[src/rtl/uart_sender_fifo.sv]
// Buffered 8N1 UART transmitter. Bytes enter a circular FIFO through a
// valid/ready port and are serialized LSB first, back-to-back while data is queued.
//
// Handshake: READY is high when the FIFO has a free slot and reset is released.
// A byte is accepted on every rising edge where VALID && READY.
// DATA is only sampled on that edge.
module uart_sender_fifo #(
  parameter int CLK_PER_BIT     = 868,
  parameter int FIFO_DEPTH_LOG2 = 4
) (
  input  logic                     CLK,
  input  logic                     RST_N,
  input  logic [7:0]               DATA,
  input  logic                     VALID,
  output logic                     READY,
  output logic                     TX,
  output logic                     BUSY,
  output logic [FIFO_DEPTH_LOG2:0] COUNT
);

  localparam int AW = FIFO_DEPTH_LOG2;
  localparam int CW = FIFO_DEPTH_LOG2 + 1;
  localparam int TW = $clog2(CLK_PER_BIT);
  localparam logic [CW-1:0] DEPTH      = CW'(2 ** FIFO_DEPTH_LOG2);
  localparam logic [TW-1:0] TIMER_LOAD = TW'(CLK_PER_BIT - 1);

  typedef enum logic [1:0] {
    S_IDLE  = 2'd0,
    S_START = 2'd1,
    S_DATA  = 2'd2,
    S_STOP  = 2'd3
  } state_t;

  // FIFO storage and bookkeeping
  logic [7:0]    mem [0:(2**AW)-1];
  logic [AW-1:0] wr_ptr;
  logic [AW-1:0] rd_ptr;
  logic [CW-1:0] count;
  logic          push;
  logic          pop;

  // Serializer registers and their next values
  state_t        state, state_n;
  logic [TW-1:0] timer, timer_n;
  logic [2:0]    bit_idx, bit_idx_n;
  logic [7:0]    shift_reg, shift_n;
  logic          tx_reg, tx_n;

  assign READY = RST_N && (count != DEPTH);
  assign push  = VALID && READY;
  assign TX    = tx_reg;
  assign BUSY  = (state != S_IDLE) || (count != '0);
  assign COUNT = count;

  // FIFO storage write; no reset needed since push is blocked during reset
  always_ff @(posedge CLK) begin
    if (push) begin
      mem[wr_ptr] <= DATA;
    end
  end

  // FIFO pointers and occupancy; simultaneous push and pop leave the count unchanged
  always_ff @(posedge CLK) begin
    if (!RST_N) begin
      wr_ptr <= '0;
      rd_ptr <= '0;
      count  <= '0;
    end else begin
      if (push) begin
        wr_ptr <= wr_ptr + 1'b1;
      end
      if (pop) begin
        rd_ptr <= rd_ptr + 1'b1;
      end
      case ({push, pop})
        2'b10:   count <= count + 1'b1;
        2'b01:   count <= count - 1'b1;
        default: count <= count;
      endcase
    end
  end

  // Serializer state register; TX is registered from the next state
  always_ff @(posedge CLK) begin
    if (!RST_N) begin
      state     <= S_IDLE;
      timer     <= '0;
      bit_idx   <= '0;
      shift_reg <= '0;
      tx_reg    <= 1'b1;
    end else begin
      state     <= state_n;
      timer     <= timer_n;
      bit_idx   <= bit_idx_n;
      shift_reg <= shift_n;
      tx_reg    <= tx_n;
    end
  end

  // Serializer next-state logic; a STOP expiry with queued data goes straight to START
  always_comb begin
    state_n   = state;
    timer_n   = timer;
    bit_idx_n = bit_idx;
    shift_n   = shift_reg;
    pop       = 1'b0;

    case (state)
      S_IDLE: begin
        if (count != '0) begin
          pop     = 1'b1;
          shift_n = mem[rd_ptr];
          timer_n = TIMER_LOAD;
          state_n = S_START;
        end
      end
      S_START: begin
        if (timer == '0) begin
          timer_n   = TIMER_LOAD;
          bit_idx_n = 3'd0;
          state_n   = S_DATA;
        end else begin
          timer_n = timer - 1'b1;
        end
      end
      S_DATA: begin
        if (timer == '0) begin
          timer_n = TIMER_LOAD;
          if (bit_idx == 3'd7) begin
            state_n = S_STOP;
          end else begin
            bit_idx_n = bit_idx + 3'd1;
            shift_n   = shift_reg >> 1;
          end
        end else begin
          timer_n = timer - 1'b1;
        end
      end
      S_STOP: begin
        if (timer == '0) begin
          if (count != '0) begin
            pop     = 1'b1;
            shift_n = mem[rd_ptr];
            timer_n = TIMER_LOAD;
            state_n = S_START;
          end else begin
            state_n = S_IDLE;
          end
        end else begin
          timer_n = timer - 1'b1;
        end
      end
      default: begin
        state_n = S_IDLE;
      end
    endcase
  end

  // Line level that goes with the next state
  always_comb begin
    tx_n = 1'b1;
    case (state_n)
      S_START: tx_n = 1'b0;
      S_DATA:  tx_n = shift_n[0];
      default: tx_n = 1'b1;
    endcase
  end

endmodule

[config.mk]
export PLATFORM = sky130hd
export DESIGN_NAME = uart_sender_fifo
export DESIGN_NICKNAME = d
export VERILOG_FILES = /design/src/rtl/uart_sender_fifo.sv
export SDC_FILE = /design/constraint.sdc
export NUM_CORES = 1
export LEC_CHECK = 0
export ABC_CLOCK_PERIOD_IN_PS = 5600
export CAP_MARGIN = 25
export CORE_ASPECT_RATIO = 0.75
export CORE_MARGIN = 8
export CORE_UTILIZATION = 66
export CTS_CLUSTER_DIAMETER = 50
export DETAILED_ROUTE_END_ITERATION = 12
export HOLD_SLACK_MARGIN = 0.08
export PLACE_DENSITY = 0.86
export SETUP_SLACK_MARGIN = 0.15
export SYNTH_ARGS = -nofsm -noshare
export SYNTH_HDL_FRONTEND = slang
export SYNTH_SLANG_ARGS = --single-unit
[constraint.sdc]
create_clock -name CLK -period 5.6 [get_ports CLK]
set_clock_uncertainty 0.05 [all_clocks]
set_input_delay 1.12 -clock CLK [delete_from_list [all_inputs] [get_ports CLK]]
set_output_delay 1.12 -clock CLK [all_outputs]
set_load 0.1 [all_outputs]
### After elaboration in Yosys (flattened, before gate mapping)

Memory sizes are Yosys's and may differ from the RTL's. A register that Yosys moved wholly into a read port is not among the register bits.
Index checks and enable logic that the tools add are counted.
Widths: inputs -> output; s select.

| cells by class | value |
|---|---|
| add/sub/neg operators | 6 |
| equal/unequal tests | 13 |
| mux-type cells | 29 |
| reductions and logical operators | 13 |

Operators by type and width:

| kind | count |
|---|---|
| $mux 8 | 4 |
| $mux 10 | 3 |
| $pmux 10 s3 | 1 |
| $pmux 8 s3 | 1 |
| $logic_not 10->1 | 1 |
| $mux 2 | 5 |
| $pmux 5 s2 | 1 |
| $sub 10x1->10 const B | 1 |
| $mux 3 | 3 |
| $add 4x1->4 const B | 2 |
| $eq 2x2->1 const B | 4 |
| $mux 4 | 2 |
| $ne 2x2->1 const B | 4 |
| $pmux 2 s4 | 1 |
| $reduce_and 4->1 | 2 |
| $eq 2x1->1 const B | 3 |
| $pmux 3 s2 | 1 |
| $reduce_bool 2->1 | 3 |
| $add 5x1->5 const B | 1 |
| $mux 1 | 5 |
| $ne 5x5->1 const B | 1 |
| $reduce_bool 5->1 | 1 |
| $sub 5x1->5 const B | 1 |
| $pmux 1 s2 | 2 |
| other kinds (7) | 8 |

| word-level totals | value |
|---|---|
| flip-flop bits (word level) | 37 |
| bits in writable memories | 128 |
| output and inout bits | 8 |
| logic and storage cells | 71 |
| memories kept | 1 |

Memory list:

| memory | words | width | rd ports | clocked after Yosys merged registers in | wr ports | RTL line | text |
|---|---|---|---|---|---|---|---|
| mem | 16 | 8 | 1 | 1 | 1 | 35 | `logic [7:0] mem [0:(2**AW)-1];` |

### Longest topological paths before layout

Gate-level depths: netlist of run 1.

| depth | value |
|---|---|
| depth after elaboration | 6 |
| depth in mapped cells | 14 |
| depth with buffers taken out | 13 |

### Worst setup path after synthesis of run 1

No wires, ideal clock.

| timing path | value |
|---|---|
| kind | register -> output |
| start | register count[2] (netlist: COUNT[2]) |
| end | output port READY |
| arrival time | 3.581 ns |
| required time | 4.430 ns |
| path slack | 0.849 ns |
| cell stages (with the launch flop) | 4 |
| buffers on the path | 1 |
| cells stage by stage | dfxtp_1 buf_2 nor4_1 a21boi_0 |

| between the ends | value |
|---|---|
| longest elaborated chain between the ends | 2 |

RTL lines:

| item | RTL line | text |
|---|---|---|
| from (decl) | 38 | `logic [CW-1:0] count;` |
| from (signal assigned) | 76 | `2'b10: count <= count + 1'b1;` |
| from (signal assigned) | 77 | `2'b01: count <= count - 1'b1;` |
| from (signal assigned) | 78 | `default: count <= count;` |
| $ne 5x5->1 | 49 | `assign READY = RST_N && (count != DEPTH);` |
| $logic_and 1x1->1 | 49 |  |
| to (decl) | 15 | `output logic READY,` |

Every way passes these cells.

### Worst setup path in the final report of run 1

| timing path | value |
|---|---|
| start | register count[1] (netlist: COUNT[1]) |
| end | output port BUSY |

| between the ends | value |
|---|---|
| longest elaborated chain between the ends | 2 |

RTL lines:

| item | RTL line | text |
|---|---|---|
| $reduce_bool 5->1 | 52 | `assign BUSY = (state != S_IDLE) \|\| (count != '0);` |
| $logic_or 1x1->1 | 52 |  |
| to (decl) | 17 | `output logic BUSY,` |

Every way passes these cells.

==> reports/metrics.cfg, run 1 <==
[synthesis]
yosys_most_used_dff=edfxtp_1
syn_inst=491
ys_async_sr_fraction_pct=0
yosysTopAreaCell=edfxtp_1
ys_types=62
synth_seq_cells=169
synth_area_mm2=0.007505
synth_area_leaders=edfxtp_1 51%, dfxtp_1 11%, mux4_2 6.9%
post_synth.cell_area_avg_um2=15.28
ys_seq_area_share_pct=62.15
synth-edff-count=128
synth_top_area_share_pct=51.22
postSynthNetCount=519
yosys_warnings=0

[setup_path]
ff2ff_setup_slack_ps=2260
worstSetupPathType=flop to primary output
cp.required_ps=4430
r2r_end=COUNT[4]$_SDFFE_PN0P_
r2r_cells=11
cpPeakStageDelay_ps=970
worstPathArrival_ps=2700
end_kind=primary output
path_delay_family=buffers and inverters
cp_slowest_cell=clkdlybuf4s50_1
path_cells=or4_4 -> nor2_4 -> nand2_1 -> clkdlybuf4s50_1
crit_path_start_kind=flop
rr_startpoint=timer[5]$_SDFF_PN0_
critPathBufInv=1
worstPathMaxFanout=9

[place]
place_congestion=0.8781
place.port_buffers=18
dp_cells=629
hpwl_um=9642

[timing]
worst_pin_slew_ps=1108
finalHoldViolations=0
fmax_ghz=0.2585
hold-worst-slack_ps=418.5
setup-tns-final_ps=0
rsz0062_at_grt=no
slew_violations=0
min_period_ps=3868
max-slew-margin-rel_pct=25.87
setup_viol=0
finalCritPeriodShare_pct=69.07

[drt]
wl_um=15750
drtAntennaViolNets=0
first_pass_iters=7
drtIter0Drc=468
remaining_drc_errors=0
vias=4423
vias_per_cell=6.671
wl_per_cell_um=23.75

[global_route]
gr-usage-all-layers_pct=21.54
grt_pass1_vias=4266
antenna_found_initial=0
grt_first_pass_wirelength_um=24000
grt_overflow_total=0
grt_max_degree=45

[final_layout]
antennaDiodeCount=0
final_cell_mix=128 x edfxtp_1, 39 x dfxtp_1, 29 x nor2_1
largest_reg_flops=128
area_delta_synth_final_pct=10.24
final_common_cell=edfxtp_1
regArea_mm2=0.004667
drive_gt1_share_pct=14.34
n_fill_cell=644
multiInputGateArea_mm2=0.002581
fin_nets=538
fin_cells=663

[floorplan]
die_h_um=108.4
die_w_um=139.1
coreArea_mm2=0.01102
initial_core_util_pct=68.07
die-area_mm2=0.01507
fp-row-count=33
boundaryPins=19

[cts]
cts_made_buffers=17
tritoncts=built
h-tree-depth=4
clk_latency_ps=420
post_cts_resize_count=0
path_clk_slew_ps=60
cts_root_buffer=clkbuf_16
clock_path_buffers=2
clkSinkCount=169
cts_setup_buffers=0
cts.hold.buffers_added=0

[pwr]
leakage_nw=2.782
peakVddDrop_mv=0.2466
finalPower_mw=3.798
power_density_mw_per_mm2=459.1

[outcome]
outcome=finished, final reports clean

[job]
drv_cap=0

[hold_path]
hold_start=bit_idx[1]$_SDFFE_PN0P_
min_path_type=flop to flop
hold_end=bit_idx[1]$_SDFFE_PN0P_
worst_hold_path.num_cells=2

power breakdown:
part | leakage, nW | switching, mW | internal (mW)
clock network | 0.272 | 0.471 | 0.652
logic | 1.02 | 0.707 | 0.444
registers | 1.49 | 0.0966 | 1.43
total | 2.78 | 1.27 | 2.52
cell families after synthesis:
kind of cell,after synthesis,share of synthesized area [%]
buffers and inverters,36,3.451
and+or+nand+nor,140,10.10
muxes,48,13.49
xor gates and xnor gates,13,1.517
adders and majority gates,17,2.834
DFF,169,62.15
AOI/OAI and AO/OA,68,6.453
how the worst max path moves through the flow:
stage | from | cells past startpoint | slack, ps | endpoint
3_3_place_gp | RST_N | 14 | 1630 | COUNT[4]$_SDFFE_PN0P_
3_5_place_dp | RST_N | 14 | 1490 | COUNT[4]$_SDFFE_PN0P_
4_1_cts | COUNT[1]$_SDFFE_PN0P_ | 4 | 1710 | BUSY
6_report | COUNT[1]$_SDFFE_PN0P_ | 4 | 1730 | BUSY
5_1_grt | RST_N | 14 | 1630 | COUNT[4]$_SDFFE_PN0P_
2_1_floorplan | COUNT[2]$_SDFFE_PN0P_ | 3 | 850 | READY
through the flow:
step | setup WS (ps) | instance area [um2] | utilization [%]
floorplan | 849.4 | 7505 | -
global placement | 1630 | 7684 | 69.70
detailed placement | 1486 | 7684 | 69.70
CTS | 1713 | 8245 | 74.79
global route | 1629 | 8273 | 75.04
finish | 1732 | 8273 | 75.04
cell type report:
type,count,share of cell area [%]
clock inverters,13,1.558
inverters,10,0.4537
multi-input cells,286,31.20
flip-flops and latches,169,56.41
clock buffers,19,5.233
well taps,140,2.117
repair buffers,26,3.025
tightest hold or removal path: stages, from the launching register on:
cell and delay [ps]:
dfxtp_1 320, nand2_1 50, a21boi_1 50
cells in the mapped netlist (4+ instances only):
| cell type | count |
|---|---|
| a21boi_1 | 7 |
| a21oi_1 | 16 |
| a221o_1 | 6 |
| and2_1 | 15 |
| clkbuf_1 | 13 |
| clkbuf_8 | 5 |
| dfxtp_1 | 41 |
| edfxtp_1 | 128 |
| ha_1 | 17 |
| inv_1 | 10 |
| mux2i_1 | 10 |
| mux4_1 | 15 |
| mux4_2 | 23 |
| nand2_1 | 25 |
| nand2b_1 | 6 |
| nand3_1 | 7 |
| nor2_1 | 29 |
| nor2b_1 | 16 |
| nor3_1 | 15 |
| nor4_1 | 4 |
| o21ai_0 | 10 |
| o21ai_1 | 6 |
| xnor2_1 | 9 |
| xor2_1 | 4 |
metal layers:
layer  track usage (%)  part of all wire [%]  vias up
met4             9.055                   1.6        0
met2             34.55                    48      221
met3             4.621                   8.3       25
li1                  -                     -     1950
met5                 0                     0        -
met1             28.56                    42     2227
(Power assumes the default switching activity.)
==> run 2, diff against run 1 <==
--- a/config.mk
+++ b/config.mk
@@ -5,15 +5,15 @@
 export SDC_FILE = /design/constraint.sdc
 export NUM_CORES = 1
 export LEC_CHECK = 0
-export ABC_CLOCK_PERIOD_IN_PS = 5600
+export ABC_CLOCK_PERIOD_IN_PS = 4000
 export CAP_MARGIN = 25
 export CORE_ASPECT_RATIO = 0.75
 export CORE_MARGIN = 8
-export CORE_UTILIZATION = 66
+export CORE_UTILIZATION = 62
 export CTS_CLUSTER_DIAMETER = 50
 export DETAILED_ROUTE_END_ITERATION = 12
 export HOLD_SLACK_MARGIN = 0.08
-export PLACE_DENSITY = 0.86
+export PLACE_DENSITY = 0.82
 export SETUP_SLACK_MARGIN = 0.15
 export SYNTH_ARGS = -nofsm -noshare
 export SYNTH_HDL_FRONTEND = slang
==> constraint.sdc (replaced) <==
create_clock -name CLK -period 4 [get_ports CLK]
set_clock_uncertainty 0.05 [all_clocks]
set_input_delay 0.8 -clock CLK [delete_from_list [all_inputs] [get_ports CLK]]
set_output_delay 0.8 -clock CLK [all_outputs]
set_load 0.1 [all_outputs]
==> reports/metrics.cfg, run 2 (synthesis gave the netlist of run 1 again) <==
[floorplan]
die_h_um=111.3
boundaryPins=19
coreArea_mm2=0.01170
die_w_um=143.0
fp-row-count=34
initial_core_util_pct=64.15
die-area_mm2=0.01592

[final_layout]
area_delta_synth_final_pct=11.60
largest_reg_flops=128
n_fill_cell=705
finalInstanceArea_mm2=0.008376
fin_cells=690
final_common_cell=edfxtp_1
antennaDiodeCount=0
drive_gt1_share_pct=15.91
final_cell_mix=128 x edfxtp_1, 40 x dfxtp_1, 29 x nor2_1
fin_nets=543

[drt]
first_pass_iters=5
drtAntennaViolNets=0
wl_um=15520
wl_met1_um=6428
wl_per_cell_um=22.49
vias=4326
wl_met3_um=1442
vias_per_cell=6.270
wl_met2_um=7254
remaining_drc_errors=0
top_layer=met4
drtIter0Drc=422

[setup_path]
cpPeakStageDelay_ps=450
worstPathArrival_ps=3680
worstSetupPathType=flop to flop
cp_slowest_cell=ha_1
rr_startpoint=state[0]$_SDFF_PN0_
path_cells=ha_1 -> a41oi_2 -> nor3_2 -> ha_1 -> xor2_1 -> ha_1 -> nor2_1 -> nand2_1 -> a21oi_1 -> mux2i_1 -> mux2i_1
ff2ff_setup_slack_ps=630
cpMostUsedCell=ha_1
worstSetupStartpoint=state[0]$_SDFF_PN0_
r2r_cells=11
critPathBufInv=0
cp.required_ps=4310
crit_end=COUNT[4]$_SDFFE_PN0P_
end_kind=flop
crit_path_start_kind=flop
r2r_end=COUNT[4]$_SDFFE_PN0P_
worstPathMaxFanout=11
cp.depth=11
path_delay_family=adder cells

[global_route]
antenna_found_initial=0
grt_first_pass_wirelength_um=24450
grt_pass1_vias=4269
gr-usage-all-layers_pct=20.75
grt_max_degree=44
grt_overflow_total=0

[cts]
cts_setup_buffers=0
cts.hold.buffers_added=0
clk_latency_ps=430
clock_path_buffers=2
cts_made_buffers=17
path_clk_slew_ps=70
tritoncts=built
h-tree-depth=4
post_cts_resize_count=0
clkSinkCount=169
cts_root_buffer=clkbuf_16

[pwr]
peakVddDrop_mv=0.3156
power_density_mw_per_mm2=640.9
leakage_nw=2.829

[timing]
max-slew-margin-rel_pct=34.48
rsz0062_at_grt=no
fmax_ghz=0.2969
worst_pin_slew_ps=979.7
min_period_ps=3368
finalCritPeriodShare_pct=84.20
finalHoldViolations=0
setup_viol=0
setup-tns-final_ps=0
slew_violations=0

[hold_path]
hold_start=bit_idx[2]$_SDFFE_PN0P_
min_path_type=flop to flop

[place]
dp_cells=658
placed_cell_area_mm2=0.007772
place_congestion=0.9086
place.port_buffers=18
hpwl_um=9843

[outcome]
outcome=finished, final reports clean

[job]
drv_cap=0

run 2: cell count changes in the layout (fill, tap and decap cells not counted), sizes merged:
| cell | before | now |
|---|---|---|
| clkdlybuf4s50 | 17 | 16 |
| clkbuf | 19 | 17 |
| clkinv | 8 | 7 |
| buf | 9 | 15 |
| inv | 11 | 17 |
| clkinvlp | 2 | 1 |
| bufinv | 2 | 0 |
run 2: area by class of cell:
type                    count  area (um2)  area share [%]
flip-flops and latches    169        4666           55.71
multi-input cells         286        2581           30.82
clock buffers              17       425.4           5.079
repair buffers             31       285.3           3.406
well taps                 162       202.7           2.420
clock inverters            15       177.7           2.121
inverters                  10       37.54          0.4482
run 2: worst min-delay path by stage:
stage,end,cells past startpoint
finish,bit_idx[2]$_SDFFE_PN0P_,2
global route,bit_idx[2]$_SDFFE_PN0P_,2
CTS,bit_idx[2]$_SDFFE_PN0P_,2
detailed placement,bit_idx[2]$_SDFFE_PN0P_,2
global placement,bit_idx[1]$_SDFFE_PN0P_,2
floorplan,bit_idx[1]$_SDFFE_PN0P_,2
run 2: report_power, final:
part	switching, mW	total [mW]	internal (mW)	leakage, nW
combinational	0.982	1.60	0.623	1.05
clock	0.774	1.62	0.845	0.290
sequential	0.149	2.14	1.99	1.49
total	1.91	5.37	3.46	2.83
run 2: per-layer routing:
layer	track usage (%)	vias to the layer above
li1	-	1961
met1	27.36	2113
met2	31.32	220
met3	6.842	32
met4	7.698	0
met5	0	-
run 2: per-stage QoR:
step	utilization [%]	setup slack (ps)	hold slack [ps]	total power, mW
2_1_floorplan	-	306.9	384.5	3.419
3_3_place_gp	66.44	872.5	392.7	3.687
3_5_place_dp	66.44	800.2	417.1	3.739
5_1_grt	71.59	357.7	456.2	5.605
4_1_cts	71.59	716.8	427.5	5.364
6_report	71.59	631.8	422.8	5.368
run 2: worst register-to-register path: cells and delay by family, from the launching register on:
kind | cells | cell delay, ps
XOR/XNOR | 1 | 120
flip-flops | 1 | 440
AND/OR/NAND/NOR | 3 | 620
adder cells (fa/ha/maj) | 3 | 1070
AO/OA/AOI/OAI | 2 | 550
multiplexers | 2 | 440
==> run 3, diff against run 2 <==
--- a/config.mk
+++ b/config.mk
@@ -5,15 +5,15 @@
 export SDC_FILE = /design/constraint.sdc
 export NUM_CORES = 1
 export LEC_CHECK = 0
-export ABC_CLOCK_PERIOD_IN_PS = 4000
+export ABC_CLOCK_PERIOD_IN_PS = 3000
 export CAP_MARGIN = 25
 export CORE_ASPECT_RATIO = 0.75
 export CORE_MARGIN = 8
-export CORE_UTILIZATION = 62
+export CORE_UTILIZATION = 56
 export CTS_CLUSTER_DIAMETER = 50
 export DETAILED_ROUTE_END_ITERATION = 12
 export HOLD_SLACK_MARGIN = 0.08
-export PLACE_DENSITY = 0.82
+export PLACE_DENSITY = 0.78
 export SETUP_SLACK_MARGIN = 0.15
 export SYNTH_ARGS = -nofsm -noshare
 export SYNTH_HDL_FRONTEND = slang
==> constraint.sdc (replaced) <==
create_clock -name CLK -period 3 [get_ports CLK]
set_clock_uncertainty 0.05 [all_clocks]
set_input_delay 0.6 -clock CLK [delete_from_list [all_inputs] [get_ports CLK]]
set_output_delay 0.6 -clock CLK [all_outputs]
set_load 0.1 [all_outputs]
==> reports/metrics.cfg, run 3 (synthesis gave the netlist of run 1 again) <==
[drt]
wl_per_cell_um=21.77
first_pass_iters=7
drtIter0Drc=410
drtAntennaViolNets=0
vias=4403
vias_per_cell=6.175
wl_um=15520
remaining_drc_errors=0

[timing]
rsz0062_at_grt=no
finalCritPeriodShare_pct=90.60
setup_viol=0
finalHoldViolations=0
slew_violations=0
setup-tns-final_ps=0
fin_ws_ps=281.9
fmax_ghz=0.3679
worst_pin_slew_ps=750.7
min_period_ps=2718
max-slew-margin-rel_pct=49.89

[place]
hpwl_um=9968
place.port_buffers=18
dp_cells=681
dp_slack_ps=141.5
place_congestion=0.8899

[final_layout]
drive_gt1_share_pct=21.22
n_fill_cell=855
antennaDiodeCount=0
final_cell_mix=128 x edfxtp_1, 34 x dfxtp_1, 34 x buf_4
fin_cells=713
largest_reg_flops=128
final_common_cell=edfxtp_1
fin_nets=558
area_delta_synth_final_pct=13.39

[setup_path]
worstSetupPathType=flop to flop
worstPathMaxFanout=8
cp.required_ps=3290
crit_path_start_kind=flop
end_kind=flop
ff2ff_setup_slack_ps=280
worstPathArrival_ps=3010

[floorplan]
initial_core_util_pct=57.65
die_w_um=149.7
die-area_mm2=0.01740
fp-row-count=36
coreArea_mm2=0.01302
die_h_um=116.3
boundaryPins=19

[global_route]
gr-usage-all-layers_pct=18.88
grt_pass1_vias=4329
grt_max_degree=44
grt_overflow_total=0
grt_first_pass_wirelength_um=24310
antenna_found_initial=0

[outcome]
outcome=finished, final reports clean

[pwr]
p_int_mw=4.765
leakage_nw=2.908
p_clk_share_pct=28.4
comb_power_share_pct=32.2
power_switching_mw=2.456
peakVddDrop_mv=0.4938
pwr-share-seq_pct=39.4
power_density_mw_per_mm2=848.5
finalPower_mw=7.220
p_sw_share_pct=34.01

[cts]
clk_latency_ps=430
clock_path_buffers=2
clkSinkCount=169
cts_root_buffer=clkbuf_16
cts_made_buffers=17
path_clk_slew_ps=60
tritoncts=built
h-tree-depth=4
cts.hold.buffers_added=0

[hold_path]
min_path_type=flop to flop

[job]
drv_cap=0

## run 3: changes by cell type in the layout (fill, tap and decap cells not counted), moves of 2 or more
cell,before,now
ha_1,17,15
dfxtp_2,1,3
clkdlybuf4s50_1,16,10
clkinv_2,0,2
buf_4,14,34
inv_8,4,1
dfxtp_4,0,4
clkinv_8,5,0
dfxtp_1,40,34
## run 3: what timing repair did
action,4_1_cts,5_1_grt
resized for setup,2,2
pin swaps,0,4
buffers inserted,0,1
cloned,0,0
setup endpoints to repair,1,1
## run 3: final timing paths
check                                              from                       to  cells past startpoint
worst max-delay path                timer[0]$_SDFF_PN0_    COUNT[4]$_SDFFE_PN0P_                     12
worst min-delay path            bit_idx[1]$_SDFFE_PN0P_  bit_idx[1]$_SDFFE_PN0P_                      2
worst max register to register      timer[0]$_SDFF_PN0_    COUNT[4]$_SDFFE_PN0P_                     12
worst min register to register  bit_idx[1]$_SDFFE_PN0P_  bit_idx[1]$_SDFFE_PN0P_                      2
## run 3: cell type report
cell class	count	area, um2	share of cell area [%]
inverters	10	37.54	0.4411
clock buffers	18	429.2	5.043
multi-input cells	286	2630	30.91
flip-flops and latches	169	4683	55.04
clock inverters	13	120.1	1.412
well taps	171	214.0	2.514
repair buffers	46	395.4	4.646
## run 3: through the flow
step	instance area, um2	util (%)	hold slack (ps)
floorplan	7571	-	384.5
global placement	7930	60.92	394.9
detailed placement	7930	60.92	400.8
CTS	8491	65.22	409.2
global route	8509	65.37	426.8
finish	8509	65.37	405.0
## run 3: power by group through the flow
| stage | clock network, mW | registers, mW | logic, mW |
|---|---|---|---|
| after global routing | 2.17 | 2.87 | 2.49 |
| after CTS | 2.08 | 2.84 | 2.27 |
| after detailed placement | 0 | 2.88 | 2.23 |
| after global placement | 0 | 2.87 | 2.16 |
| after floorplan | 0 | 2.97 | 1.64 |
| final | 2.05 | 2.85 | 2.32 |
## run 3: layer usage
| layer | routed length [um] | global-route usage, % |
|---|---|---|
| met1 | 6714 | 24.65 |
| met2 | 7470 | 30.00 |
| met3 | 1149 | 5.575 |
| met4 | 189 | 6.175 |
| met5 | 0 | 0 |
## run 3: worst max-delay path, cell delays in order (launching register included)
cell     delay, ps
dfxtp_1        340
inv_1          100
ha_1           180
nor2b_2        200
a41oi_2        170
nor3_4         210
ha_4           220
ha_1           280
a21oi_1        150
a21oi_1         70
a21oi_2        150
mux2i_1        270
mux2i_1        230
